<file path="src/rtl/bus_readback_if.sv">
// ============================================================================
// Module      : bus_readback_if
// Description : 6502-side GPU register bus (strobe, direction, register
//               select, write data, read data and driver enable).
// Revision    : 1.0  initial release
// ============================================================================
`default_nettype none

interface bus_readback_if;
  logic       cs_clock;   // active-low chip select / strobe, asynchronous
  logic       rw;         // 1 = CPU read, 0 = CPU write
  logic [2:0] addr;       // register select
  logic [7:0] data_in;    // CPU write data
  logic [7:0] data_out;   // read data back to the CPU
  logic       data_oe;    // bus driver enable

  // CPU side drives the strobe, select and write data
  modport master (
    output cs_clock, rw, addr, data_in,
    input  data_out, data_oe
  );

  // GPU side samples the bus and returns read data
  modport slave (
    input  cs_clock, rw, addr, data_in,
    output data_out, data_oe
  );
endinterface

`default_nettype wire

</file>
<file path="src/rtl/bus_readback.sv">
// ============================================================================
// Module      : bus_readback
// Description : CPU read path of the GPU. Tracks the shared VRAM pointer,
//               prefetches the addressed tile/attribute/color byte into a
//               read buffer, returns it on register 6 reads and then
//               auto-increments the pointer and prefetches again.
// Revision    : 1.0  initial release
// ============================================================================
`default_nettype none

module bus_readback #(
  parameter logic [15:0] ATTR_BASE  = 16'h0800,
  parameter logic [15:0] COLOR_BASE = 16'h1800,
  parameter logic [15:0] COLOR_END  = 16'h1810,
  parameter logic [15:0] INCREMENT  = 16'd1
) (
  input  wire logic        clk,
  input  wire logic        reset,
  bus_readback_if.slave    bus,
  input  wire logic        mem_grant,
  output logic             tile_memory_read_enable,
  output logic [10:0]      tile_memory_read_addr,
  input  wire logic [7:0]  tile_memory_read_data,
  output logic             attribute_memory_read_enable,
  output logic [11:0]      attribute_memory_read_addr,
  input  wire logic [7:0]  attribute_memory_read_data,
  output logic             color_memory_read_enable,
  output logic [3:0]       color_memory_read_addr,
  input  wire logic [7:0]  color_memory_read_data
);

  typedef enum logic [1:0] {IDLE = 2'd0, REQUEST = 2'd1, CAPTURE = 2'd2} state_t;
  typedef enum logic [1:0] {REG_NONE = 2'd0, REG_TILE = 2'd1, REG_ATTR = 2'd2, REG_COLOR = 2'd3} region_t;

  // Bus synchronizers; cs_prev_q holds the previous synchronized strobe level
  logic [1:0] cs_sync_q;
  logic       cs_prev_q;
  logic [1:0] rw_sync_q;
  logic [2:0] addr_s1_q, addr_s2_q;
  logic [7:0] data_s1_q, data_s2_q;

  logic [15:0] pointer_q, pointer_d;
  logic        trig_q, trig_d;
  logic        restart_q;
  logic [7:0]  buffer_q;
  state_t      state_q;
  region_t     region_q;
  logic [10:0] tile_addr_q;
  logic [11:0] attr_addr_q;
  logic [3:0]  color_addr_q;

  logic        strobe;
  region_t     region_d;
  logic [11:0] attr_off;
  logic [3:0]  color_off;
  logic        busy;

  assign strobe = cs_sync_q[1] & ~cs_prev_q;

  // Two-stage synchronization of every bus input; strobe idles high
  always_ff @(posedge clk) begin
    if (reset) begin
      cs_sync_q <= 2'b11;
      cs_prev_q <= 1'b1;
      rw_sync_q <= 2'b00;
      addr_s1_q <= 3'd0;
      addr_s2_q <= 3'd0;
      data_s1_q <= 8'd0;
      data_s2_q <= 8'd0;
    end else begin
      cs_sync_q <= {cs_sync_q[0], bus.cs_clock};
      cs_prev_q <= cs_sync_q[1];
      rw_sync_q <= {rw_sync_q[0], bus.rw};
      addr_s1_q <= bus.addr;
      addr_s2_q <= addr_s1_q;
      data_s1_q <= bus.data_in;
      data_s2_q <= data_s1_q;
    end
  end

  // Pointer updates and fetch triggers decoded from a completed strobe
  always_comb begin
    pointer_d = pointer_q;
    trig_d    = 1'b0;
    if (strobe) begin
      if (rw_sync_q[1]) begin
        if (addr_s2_q == 3'd6) begin
          pointer_d = pointer_q + INCREMENT;
          trig_d    = 1'b1;
        end
      end else begin
        case (addr_s2_q)
          3'd4: begin pointer_d[7:0]  = data_s2_q; trig_d = 1'b1; end
          3'd5: begin pointer_d[15:8] = data_s2_q; trig_d = 1'b1; end
          3'd6: trig_d = 1'b1;
          default: trig_d = 1'b0;
        endcase
      end
    end
  end

  // Pointer register and one-cycle trigger pulse (always consumed next cycle)
  always_ff @(posedge clk) begin
    if (reset) begin
      pointer_q <= 16'd0;
      trig_q    <= 1'b0;
    end else begin
      pointer_q <= pointer_d;
      trig_q    <= trig_d;
    end
  end

  // Region decode of the live pointer; offsets are truncated to port width
  always_comb begin
    region_d = REG_NONE;
    if (pointer_q < ATTR_BASE)       region_d = REG_TILE;
    else if (pointer_q < COLOR_BASE) region_d = REG_ATTR;
    else if (pointer_q < COLOR_END)  region_d = REG_COLOR;
  end
  assign attr_off  = pointer_q[11:0] - ATTR_BASE[11:0];
  assign color_off = pointer_q[3:0]  - COLOR_BASE[3:0];

  // Fetch FSM: decode, wait for the shared read port, capture the byte
  always_ff @(posedge clk) begin
    if (reset) begin
      state_q      <= IDLE;
      restart_q    <= 1'b0;
      buffer_q     <= 8'd0;
      region_q     <= REG_NONE;
      tile_addr_q  <= 11'd0;
      attr_addr_q  <= 12'd0;
      color_addr_q <= 4'd0;
    end else begin
      case (state_q)
        IDLE: begin
          if (trig_q) begin
            if (region_d == REG_NONE) begin
              buffer_q <= 8'd0;
            end else begin
              state_q      <= REQUEST;
              region_q     <= region_d;
              tile_addr_q  <= pointer_q[10:0];
              attr_addr_q  <= attr_off;
              color_addr_q <= color_off;
            end
          end
        end
        REQUEST: begin
          if (trig_q)    restart_q <= 1'b1;
          if (mem_grant) state_q   <= CAPTURE;
        end
        CAPTURE: begin
          if (restart_q || trig_q) begin
            // Sample is stale: re-decode from the latest pointer. A pointer
            // that moved into unmapped space resolves immediately to 0.
            restart_q <= 1'b0;
            if (region_d == REG_NONE) begin
              buffer_q <= 8'd0;
              state_q  <= IDLE;
            end else begin
              state_q      <= REQUEST;
              region_q     <= region_d;
              tile_addr_q  <= pointer_q[10:0];
              attr_addr_q  <= attr_off;
              color_addr_q <= color_off;
            end
          end else begin
            case (region_q)
              REG_TILE:  buffer_q <= tile_memory_read_data;
              REG_ATTR:  buffer_q <= attribute_memory_read_data;
              REG_COLOR: buffer_q <= color_memory_read_data;
              default:   buffer_q <= 8'd0;
            endcase
            state_q <= IDLE;
          end
        end
        default: state_q <= IDLE;
      endcase
    end
  end

  // Read enables fire only in the granted REQUEST cycle so the renderer
  // never sees a collision; addresses are held in registers
  assign tile_memory_read_enable      = (state_q == REQUEST) & mem_grant & (region_q == REG_TILE);
  assign attribute_memory_read_enable = (state_q == REQUEST) & mem_grant & (region_q == REG_ATTR);
  assign color_memory_read_enable     = (state_q == REQUEST) & mem_grant & (region_q == REG_COLOR);
  assign tile_memory_read_addr        = tile_addr_q;
  assign attribute_memory_read_addr   = attr_addr_q;
  assign color_memory_read_addr       = color_addr_q;

  assign busy = (state_q != IDLE) | trig_q;

  // Bus read mux and driver enable work from the raw bus signals
  always_comb begin
    bus.data_oe  = bus.rw & ~bus.cs_clock & (bus.addr >= 3'd4);
    bus.data_out = 8'h00;
    case (bus.addr)
      3'd4:    bus.data_out = pointer_q[7:0];
      3'd5:    bus.data_out = pointer_q[15:8];
      3'd6:    bus.data_out = buffer_q;
      3'd7:    bus.data_out = {7'd0, busy};
      default: bus.data_out = 8'h00;
    endcase
  end

endmodule

`default_nettype wire
</file>
<file path="src/flat_wrapper.sv">
// flat-port wrapper written by rule: the top's interface ports become plain ports
module bus_readback_flat 
#(
  parameter logic [15:0] ATTR_BASE  = 16'h0800,
  parameter logic [15:0] COLOR_BASE = 16'h1800,
  parameter logic [15:0] COLOR_END  = 16'h1810,
  parameter logic [15:0] INCREMENT  = 16'd1
)
  (clk, reset, mem_grant, tile_memory_read_enable, tile_memory_read_addr, tile_memory_read_data, attribute_memory_read_enable, attribute_memory_read_addr, attribute_memory_read_data, color_memory_read_enable, color_memory_read_addr, color_memory_read_data, bus_cs_clock, bus_rw, bus_addr, bus_data_in, bus_data_out, bus_data_oe);
  bus_readback_if bus_i ();
  input  wire logic clk;
  input  wire logic reset;
  input  wire logic mem_grant;
  output logic tile_memory_read_enable;
  output logic [10:0] tile_memory_read_addr;
  input  wire logic [7:0] tile_memory_read_data;
  output logic attribute_memory_read_enable;
  output logic [11:0] attribute_memory_read_addr;
  input  wire logic [7:0] attribute_memory_read_data;
  output logic color_memory_read_enable;
  output logic [3:0] color_memory_read_addr;
  input  wire logic [7:0] color_memory_read_data;
  input wire logic [$bits(bus_i.cs_clock)-1:0] bus_cs_clock;
  input wire logic [$bits(bus_i.rw)-1:0] bus_rw;
  input wire logic [$bits(bus_i.addr)-1:0] bus_addr;
  input wire logic [$bits(bus_i.data_in)-1:0] bus_data_in;
  output wire logic [$bits(bus_i.data_out)-1:0] bus_data_out;
  output wire logic [$bits(bus_i.data_oe)-1:0] bus_data_oe;
  assign bus_i.cs_clock = bus_cs_clock;
  assign bus_i.rw = bus_rw;
  assign bus_i.addr = bus_addr;
  assign bus_i.data_in = bus_data_in;
  assign bus_data_out = bus_i.data_out;
  assign bus_data_oe = bus_i.data_oe;
  bus_readback #(.ATTR_BASE(ATTR_BASE), .COLOR_BASE(COLOR_BASE), .COLOR_END(COLOR_END), .INCREMENT(INCREMENT)) u_core (.clk(clk), .reset(reset), .bus(bus_i), .mem_grant(mem_grant), .tile_memory_read_enable(tile_memory_read_enable), .tile_memory_read_addr(tile_memory_read_addr), .tile_memory_read_data(tile_memory_read_data), .attribute_memory_read_enable(attribute_memory_read_enable), .attribute_memory_read_addr(attribute_memory_read_addr), .attribute_memory_read_data(attribute_memory_read_data), .color_memory_read_enable(color_memory_read_enable), .color_memory_read_addr(color_memory_read_addr), .color_memory_read_data(color_memory_read_data));
endmodule
</file>
<file path="config.mk">
export PLATFORM = sky130hd
export DESIGN_NAME = bus_readback_flat
export DESIGN_NICKNAME = d
export VERILOG_FILES = /design/src/rtl/bus_readback_if.sv /design/src/rtl/bus_readback.sv /design/src/flat_wrapper.sv
export SDC_FILE = /design/constraint.sdc
export NUM_CORES = 1
export LEC_CHECK = 0
export ABC_CLOCK_PERIOD_IN_PS = 5750
export CORE_UTILIZATION = 45
export CTS_CLUSTER_SIZE = 14
export DETAILED_ROUTE_END_ITERATION = 16
export GPL_TIMING_DRIVEN = 0
export PLACE_DENSITY = 0.84
export SETUP_SLACK_MARGIN = 0.5
export SLEW_MARGIN = 20
export SYNTH_ARGS = -nofsm -noshare
export SYNTH_HDL_FRONTEND = slang
export SYNTH_SLANG_ARGS = --single-unit
</file>
<file path="constraint.sdc">
create_clock -name clk -period 5.75 [get_ports clk]
set_input_delay 1.725 -clock clk [delete_from_list [all_inputs] [get_ports clk]]
set_output_delay 1.725 -clock clk [all_outputs]
set_load 0.01 [all_outputs]
</file>
==> results.py <==
metrics = {
    "yosys": {
        "synth_edf_count": 0,
        "async_flop_share_pct": 0,
        "synth_area_leaders": "dfxtp_1 (42%), mux2i_1 (8.5%), nor2b_1 (5.7%)",
        "synthCells": 375,
        "synth_seq_cells": 69,
        "yosysTopAreaCellShare_pct": 41.7,
        "ys_types": 55,
        "synth_compound_area_share_pct": 16.7,
        "yosysWarnings": 0,
        "synth_top_family_by_area": "simple AND/OR/NAND/NOR gates",
        "syn-cell-area_sq_um": 3310,
        "syn_avg_cell_area_sq_um": 8.83,
        "synth_top_area_cell": "dfxtp_1",
        "ys.flop_type": "dfxtp_1",
        "synth_fp_nets": 416,
        "synth_simple_gate_area_share_pct": 23.8,
        "seq_area_frac_synth_pct": 41.7,
        "synth.area.mux_share_pct": 9.15,
        "synth-adder-area-share_pct": 0.378,
        "synth-xor-area-share_pct": 0,
    },
    "route": {
        "drt_pass1_iterations": 4,
        "drt_iter0_markers": 214,
        "via_count": 2994,
        "wl_per_cell_um": 14.7,
        "ant_nets": 0,
        "viasPerCell": 5.33,
        "remaining_drc_errors": 0,
        "routed_wl_mm": 8.29,
    },
    "timing": {
        "rsz0062_at_grt": "no",
        "worstMarginPinSlew_ns": 0.833,
        "setup_ws_ns": 0.711,
        "min_period_ns": 5.04,
        "slew_violations": 0,
        "slew_headroom_pct": 44.0,
        "finalCritPeriodShare_pct": 87.6,
        "setup-violations-final": 0,
        "finalSetupTns_ns": 0,
        "skew_ns": 0.0118,
        "whs_ns": 0.411,
        "hold_viol": 0,
        "fmaxAchievable_ghz": 0.198,
    },
    "clocking": {
        "clockBufferDepth": 2,
        "cts.repair.resized": 0,
        "cts_setup_buffers": 0,
        "htreeDepth": 3,
        "cts_hold_buf": 0,
        "cts_tree": "built",
        "cts_made_buffers": 9,
        "cts_root_buffer": "clkbuf_8",
        "cts.sinks": 69,
        "clk_pin_slew_ns": 0.07,
        "clkLatencyLatePin_ns": 0.34,
    },
    "pwr": {
        "sw_frac_of_total_pct": 20.6,
        "ir_worst_vdd_mv": 0.158,
        "internal_power_mw": 0.824,
        "power_switching_mw": 0.214,
        "pwr-share-seq_pct": 47.2,
        "powerDensity_nw_per_um2": 234,
        "clkPwrFrac_pct": 46.6,
        "pwr-share-comb_pct": 6.2,
        "leakagePower_nw": 1.56,
    },
    "final_layout": {
        "areaGrowthSynthToFinish_pct": 33.9,
        "num_antenna_cells": 0,
        "final_layout_size_suffix_gt1_share_pct": 13.3,
        "nets": 502,
        "postLayoutCellArea_sq_um": 4430,
    },
    "worst_setup_path": {
        "crit_buf_inv": 2,
        "cp.arrival_ns": 3.31,
        "path_delay_family": "buffers and inverters",
        "max_stage_delay_ns": 0.54,
        "crit_required_ns": 4.03,
        "crit_slowest_cell": "clkdlybuf4s50_1",
        "cp_max_fo": 10,
        "crit_chain": "clkbuf_1 -> nor2b_2 -> nand2_1 -> o21ai_0 -> and2_1 -> clkdlybuf4s50_1",
        "cp-end-kind": "primary output",
        "worst-setup-path-type": "primary input to primary output",
        "critPathLaunchType": "primary input",
    },
    "floorplan": {
        "pin_count": 79,
        "die_w_um": 87.8,
        "fp.dieH_um": 87.8,
        "start_util_pct": 47.7,
        "die-area_sq_um": 7700,
        "core_area_sq_um": 6940,
        "rows": 30,
    },
    "placement": {
        "postPlaceCellArea_sq_um": 4180,
        "port-buffer-count": 75,
        "place_congestion": 0.891,
        "place.detailed.hpwl_mm": 6.20,
        "dpl_worst_slack_ns": 0.648,
    },
    "grt": {
        "overflow": 0,
        "grt_max_degree": 13,
        "grt_pass1_vias": 2745,
        "grt_usage_pct": 22.8,
        "grt_pass1_wl_mm": 13.4,
        "antenna_found_initial": 0,
    },
    "job": {
        "maxCapViolCount": 0,
    },
    "outcome": {
        "outcome": "finished clean",
    },
    "hold_path": {
        "min_path_type": "flop to flop",
    },
}
## Yosys cell counts, types with 4 or more instances
cell,n
dfxtp_1,69
nand4_1,4
inv_1,6
buf_2,7
nor3_1,12
a22oi_1,4
a211oi_1,5
and2_1,8
a21oi_1,11
nor2_1,27
nand3_1,7
or2_2,5
nor2b_1,30
o21ai_0,27
mux2i_1,28
buf_4,16
clkbuf_1,12
nand2_1,37
a22o_1,8
## registers in the layout, indices dropped and copies added (netlist names), 2 cells and up
| name | flops |
|---|---|
| u_core.cs_sync_q | 2 |
| u_core.attribute_memory_read_addr | 9 |
| u_core.region_q | 2 |
| u_core.data_s2_q | 8 |
| u_core.rw_sync_q | 2 |
| u_core.state_q | 2 |
| u_core.data_s1_q | 8 |
| u_core.addr_s2_q | 3 |
| u_core.buffer_q | 8 |
| u_core.color_memory_read_addr | 3 |
| u_core.addr_s1_q | 3 |
| u_core.pointer_q | 16 |
## worst register-to-register path: stages, from the launching register on
cell	delay, ns
dfxtp_1	0.30
buf_2	0.21
nor2b_1	0.08
nor4_2	0.70
buf_2	0.37
nand2_1	0.08
a22oi_1	0.14
nor2_1	0.05
## power groups by stage
stage                     registers, mW  logic, mW  clock network, mW
after detailed placement          0.501     0.0639                  0
after CTS                         0.490     0.0643              0.489
after floorplan                   0.500     0.0298                  0
after global routing              0.491     0.0706              0.513
after global placement            0.500     0.0622                  0
final                             0.490     0.0645              0.484
## path summary, 6_finish.rpt
kind	cells past startpoint	slack [ns]	from	to
min	1	0.41	u_core.cs_sync_q[0]	u_core.cs_sync_q[1]
max reg2reg	7	3.69	u_core.rw_sync_q[1]	u_core.pointer_q[6]
max	6	0.71	bus_addr[0]	bus_data_out[1]
min reg2reg	1	0.41	u_core.cs_sync_q[0]	u_core.cs_sync_q[1]
## layout by cell type (no fill, tap or decap), drive strengths merged, types with 4 or more instances in the layout
cell | synthesis | final
a211oi | 7 | 7
nor2 | 29 | 29
a21oi | 13 | 13
a22oi | 4 | 4
o21ai | 29 | 29
a22o | 8 | 8
nor3 | 12 | 12
and2 | 8 | 8
dfxtp | 69 | 69
clkbuf | 12 | 23
buf | 28 | 28
clkdlybuf4s50 | 0 | 75
mux2i | 28 | 28
nand2 | 38 | 38
nand3 | 7 | 7
or2 | 6 | 6
nor2b | 30 | 30
inv | 6 | 6
nand4 | 5 | 5
## cell type report
cell class / instances / area, sq um
Multi-Input combinational cell: 260 / 1660
Timing Repair Buffer: 75 / 751
Fill cell: 562 / 2510
Clock inverter: 5 / 108
Sequential cell: 69 / 1380
Clock buffer: 11 / 141
Tap cell: 96 / 120
Inverter: 6 / 22.5
Buffer: 40 / 250
## cells by family (layout without fill, tap and decap cells)
logic type	count (synthesis)	in the layout
and+or+nand+nor	149	149
buffers and inverters	46	137
adders and majority gates	1	1
muxes	29	29
DFF	69	69
AOI/OAI and AO/OA	81	81
## layer usage
| metal | vias to the layer above | GRT usage [%] | share of wire [%] |
|---|---|---|---|
| met1 | 1391 | 29.6 | 44 |
| met5 | - | 0 | 0 |
| li1 | 1469 | - | - |
| met3 | 15 | 3.86 | 6.3 |
| met4 | 0 | 9.24 | 1.6 |
| met2 | 119 | 37.8 | 48 |
## per-stage QoR
stage          util, %  std cells  power, mW
6_report          63.8        562       1.04
5_1_grt           63.8        562       1.07
4_1_cts           63.8        562       1.04
3_5_place_dp      60.2        546      0.565
3_3_place_gp      60.2        546      0.563
2_1_floorplan        -        375      0.529
Power figures use the tool's default switching activity.
==> RTL change 1, RTL diff (config.mk and constraints unchanged) <==
The 3 states of `state_t` get a one-hot encoding in 3 bits.
--- a/src/rtl/bus_readback.sv
+++ b/src/rtl/bus_readback.sv
@@ -30,5 +30,5 @@
 );
 
-  typedef enum logic [1:0] {IDLE = 2'd0, REQUEST = 2'd1, CAPTURE = 2'd2} state_t;
+  typedef enum logic [2:0] {IDLE = 3'b001, REQUEST = 3'b010, CAPTURE = 3'b100} state_t;
   typedef enum logic [1:0] {REG_NONE = 2'd0, REG_TILE = 2'd1, REG_ATTR = 2'd2, REG_COLOR = 2'd3} region_t;
 
Check against the original RTL: no difference found for any inputs over 4 cycles, from zero or initial values and one cycle with reset high; so few cycles prove little.
==> RTL change 1 against the unedited design <==
- sequential power increased by 2%
- worst setup slack got worse by 0.14 ns
- design area increased by 4.4%
- area after synthesis increased by 7.2%
- maximum frequency decreased by 2.7%
- sequential cell count increased by 1
- routed wire length increased by 14%
- core utilization decreased by 3.6 points
- total power decreased by 5.0%
- largest cell class unchanged
==> RTL change 1: results (changes against the unedited design) <==
outcome:
  status: "finished clean"
finish:
  drive_gt1_share_pct: 9.697  # -3.6 points
  layout.nets: 531  # +5.8%
  stdcell_count: 597  # +6.2%
power:
  p_leak_nw: 1.576  # +1.1%
  switching_share_pct: 23.78  # +3.2 points
  ir_worst_vdd_v: 0.0001659  # +5.1%
global_route:
  grt_pass1_wl_um: 15730  # +18%
  use_met2_pct: 39.14  # +1.3 points
  grt_pass1_vias: 3157  # +15%
  grtUsageTotal_pct: 24.04  # +1.2 points
drt:
  wl_met1_um: 4356  # +19%
  routed_wl_um: 9485  # +14%
  first_iter_violations: 231  # +7.9%
  met3_length_um: 493  # -5.4%
  vias_per_cell: 5.497  # +3.2%
placement:
  place_ws_ns: 0.5775  # -0.07078 ns
  dpl_cell_area_mm2: 0.004427  # +5.9%
  dp_hpwl_um: 6859  # +11%
synth:
  synth_fa_ha_area_share_pct: 0.3526  # -0.025 points
  synth.distinct_cells: 51  # -7.3%
  syn_nets: 445  # +7.0%
  syn_area_per_cell_um2: 8.783  # -0.48%
worst_setup_path:
  crit_path_max_incr_delay_ns: 0.59  # +0.05 ns
  cp_data_arrival_time_ns: 3.46  # +0.15 ns
sta:
  clock_skew_ns: 0.005068  # -0.006772 ns
## RTL change 1: changes by cell type after synthesis, sizes merged, moves of 5 or more
cell    change
nand2b     +25
mux2i       -8
a22o        -8
nand2      -23
o21ai      -10
nor2        -8
inv        +10
clkbuf     +12
mux2        +8
a22oi       +5
o32ai      +12
buf        -10
## RTL change 1: path summary, 6_finish.rpt
| path | startpoint | to | slack, ns | cells after the start |
|---|---|---|---|---|
| setup / recovery | bus_addr[1] | bus_data_out[0] | 0.57 | 4 |
| setup reg to reg | u_core.pointer_q[4] | u_core.pointer_q[12] | 3.69 | 5 |
| hold / removal | u_core.cs_sync_q[0] | u_core.cs_sync_q[1] | 0.41 | 1 |
| hold reg to reg | u_core.cs_sync_q[0] | u_core.cs_sync_q[1] | 0.41 | 1 |
## RTL change 1: cell families after synthesis
| family | after synthesis |
|---|---|
| xor+xnor | 1 |
| mux | 29 |
| fa+ha+maj | 1 |
| buf+inv | 58 |
| compound gates | 90 |
| flops | 70 |
| simple gates | 155 |
## RTL change 1: power groups by stage
stage	sequential [mW]	combinational, mW	clock [mW]
floorplan	0.511	0.0437	0
global placement	0.512	0.0801	0
detailed placement	0.513	0.0819	0
CTS	0.501	0.0823	0.408
global route	0.503	0.0897	0.427
finish	0.501	0.0828	0.402
## RTL change 1: layout make-up
type / instances / area (um^2)
plain buffers: 42 / 237.7
clock buffers: 10 / 137.6
clock inverters: 6 / 61.31
fillers: 704 / 3062
inverters: 16 / 60.06
multi-input cells: 276 / 1849
flip-flops and latches: 70 / 1401
well taps: 102 / 127.6
repair buffers: 75 / 750.7
## RTL change 1: critical path: cells and delay by family
family                 cells  cell delay (ns)
AND/OR/NAND/NOR            1             0.17
multiplexers               1             0.59
buffers and inverters      2             0.97
==> RTL change 2, RTL diff (config.mk and constraints unchanged) <==
Made on the original files. `COLOR_END` is set to 16'h1810 in 2 places; all go to 16'h0C08.
--- a/src/rtl/bus_readback.sv
+++ b/src/rtl/bus_readback.sv
@@ -12,5 +12,5 @@
   parameter logic [15:0] ATTR_BASE  = 16'h0800,
   parameter logic [15:0] COLOR_BASE = 16'h1800,
-  parameter logic [15:0] COLOR_END  = 16'h1810,
+  parameter logic [15:0] COLOR_END  = 16'h0C08,
   parameter logic [15:0] INCREMENT  = 16'd1
 ) (
--- a/src/flat_wrapper.sv
+++ b/src/flat_wrapper.sv
@@ -4,5 +4,5 @@
   parameter logic [15:0] ATTR_BASE  = 16'h0800,
   parameter logic [15:0] COLOR_BASE = 16'h1800,
-  parameter logic [15:0] COLOR_END  = 16'h1810,
+  parameter logic [15:0] COLOR_END  = 16'h0C08,
   parameter logic [15:0] INCREMENT  = 16'd1
 )
Function: changed (Yosys sat finds a counterexample within 10 cycles, from zero or initial values and one cycle with reset high).
==> RTL change 2 against the unedited design <==
- synthesized cell count increased by 1.3%
- combinational power increased by 5.4%
- total power decreased by 8.0%
- sequential cell count unchanged
- design area increased by 0.56%
- global-route usage increased by 0.20 points
- maximum frequency decreased by 1.2%
- routed wire length increased by 4.5%
- via count increased by 3.1%
- core utilization decreased by 2.4 points
- first-iteration DRC count increased by 5.1%
- critical path depth unchanged
- area after synthesis increased by 2.1%
- worst setup slack got worse by 0.060 ns
- critical path type unchanged
- critical endpoint unchanged
==> RTL change 2: results (changes against the unedited design) <==
global_route:
  grtUsageTotal_pct: 23.05  # +0.20 points
  grt_pass1_wl_um: 13660  # +2.0%
  grt_pass1_vias: 2828  # +3.0%
  grt_max_degree: 13  # unchanged
  antenna_found_initial: 0  # unchanged
synth:
  ys_seq_area_share_pct: 40.87  # -0.87 points
  syn_nets: 421  # +1.2%
  ys_async_sr_fraction_pct: 0  # unchanged
  synth_ff_type: "dfxtp_1"
  yosys_warnings: 0  # unchanged
  synth.distinct_cells: 57  # +3.6%
  synth_area_leaders: "dfxtp_1, mux2i_1, nor2b_1"
  synthTopCellsByCount: "dfxtp_1, nor2_1, nor2b_1, mux2i_1, o21ai_0"
power:
  ir_worst_vdd_v: 0.0001642  # +4.0%
  p_leak_nw: 1.565  # +0.49%
outcome:
  status: "finished clean"
drt:
  first_pass_iters: 5  # +1
  vias: 3087  # +3.1%
  wl_per_cell_um: 15.20  # +3.1%
  first_iter_violations: 225  # +5.1%
placement:
  dpl_cell_area_mm2: 0.004254  # +1.8%
  dp_hpwl_um: 6392  # +3.1%
  place.gp.congestion: 0.8764  # -1.6%
cts:
  cts_resized: 0  # unchanged
  clock_latency_ns: 0.35
  h-tree-depth: 3  # unchanged
  cts_setup_buffers: 0  # unchanged
  cts_root_buf: "clkbuf_8"
sta:
  worst_slew_pin_slew_ns: 0.8354  # +0.001973 ns
  clock_skew_ns: 0.01180  # -0.00004480 ns
flow_run:
  maxCapViolCount: 0  # unchanged
finish:
  largest_reg_flops: 16  # unchanged
  top_register: "u_core.pointer_q"
  antennaDiodeCount: 0  # unchanged
  drive_gt1_share_pct: 12.31  # -0.99 points
  layout.nets: 507  # +1.0%
worst_setup_path:
  cp_data_arrival_time_ns: 3.37  # +0.06 ns
RTL change 2: cell types whose count changed after synthesis, moves of 5 or more:
cell       before  now
nand2_1        37   19
a22o_1          8    0
o21ai_0        27   22
nor2_1         27   41
o2bb2ai_1       1    8
a21oi_1        11   17
RTL change 2: per-stage QoR:
stage | cells | worst slack (ns) | power [mW]
6_report | 570 | 0.6511 | 0.9557
5_1_grt | 570 | 0.5114 | 0.9911
4_1_cts | 570 | 0.5679 | 0.9596
3_5_place_dp | 554 | 0.5646 | 0.5685
3_3_place_gp | 554 | 0.6365 | 0.5668
2_1_floorplan | 380 | 1.383 | 0.5319
RTL change 2: final timing paths:
check,startpoint,end,slack [ns],cells past startpoint
worst min-delay path,u_core.cs_sync_q[0],u_core.cs_sync_q[1],0.41,1
worst max-delay path,bus_addr[0],bus_data_out[1],0.65,6
worst min register to register,u_core.cs_sync_q[0],u_core.cs_sync_q[1],0.41,1
worst max register to register,u_core.pointer_q[0],u_core.pointer_q[12],3.70,5
RTL change 2: logic make-up after synthesis:
family | count (synthesis) | share of synthesized area, %
AND/OR/NAND/NOR | 150 | 23.47
AO/OA/AOI/OAI | 83 | 17.03
flip-flops | 69 | 40.87
buffers and inverters | 46 | 8.774
multiplexers | 29 | 8.960
XOR/XNOR | 2 | 0.5184
adder cells (fa/ha/maj) | 1 | 0.3702
RTL change 2: final cells by class:
cell class | count | area [um^2]
buffer | 40 | 274.0
inverter | 6 | 22.52
clock buffer | 11 | 141.4
timing repair buffer | 75 | 750.7
clock inverter | 5 | 58.81
fill | 641 | 2796
tap | 99 | 123.9
sequential | 69 | 1381
multi-input combinational | 265 | 1704
RTL change 2: report_power, final:
group / total (mW) / leakage, nW / internal [mW] / switching, mW
combinational: 0.0680 / 0.908 / 0.0380 / 0.0300
sequential: 0.489 / 0.562 / 0.486 / 0.00308
clock: 0.398 / 0.0959 / 0.213 / 0.185
total: 0.956 / 1.57 / 0.737 / 0.218
RTL change 2: per-layer routing:
layer	global-route usage [%]	up-vias	part of all wire, %
met2	40.42	143	47
met1	27.31	1420	43
met3	4.944	20	8.1
met5	0	-	0
met4	9.384	0	2.0
li1	-	1504	-
RTL change 2: worst max-delay path, cell delays in order:
cell             delay [ns]
clkbuf_1               0.39
nor2b_2                0.38
nand2_1                0.11
o21ai_0                0.09
and2_1                 0.16
clkdlybuf4s50_1        0.53
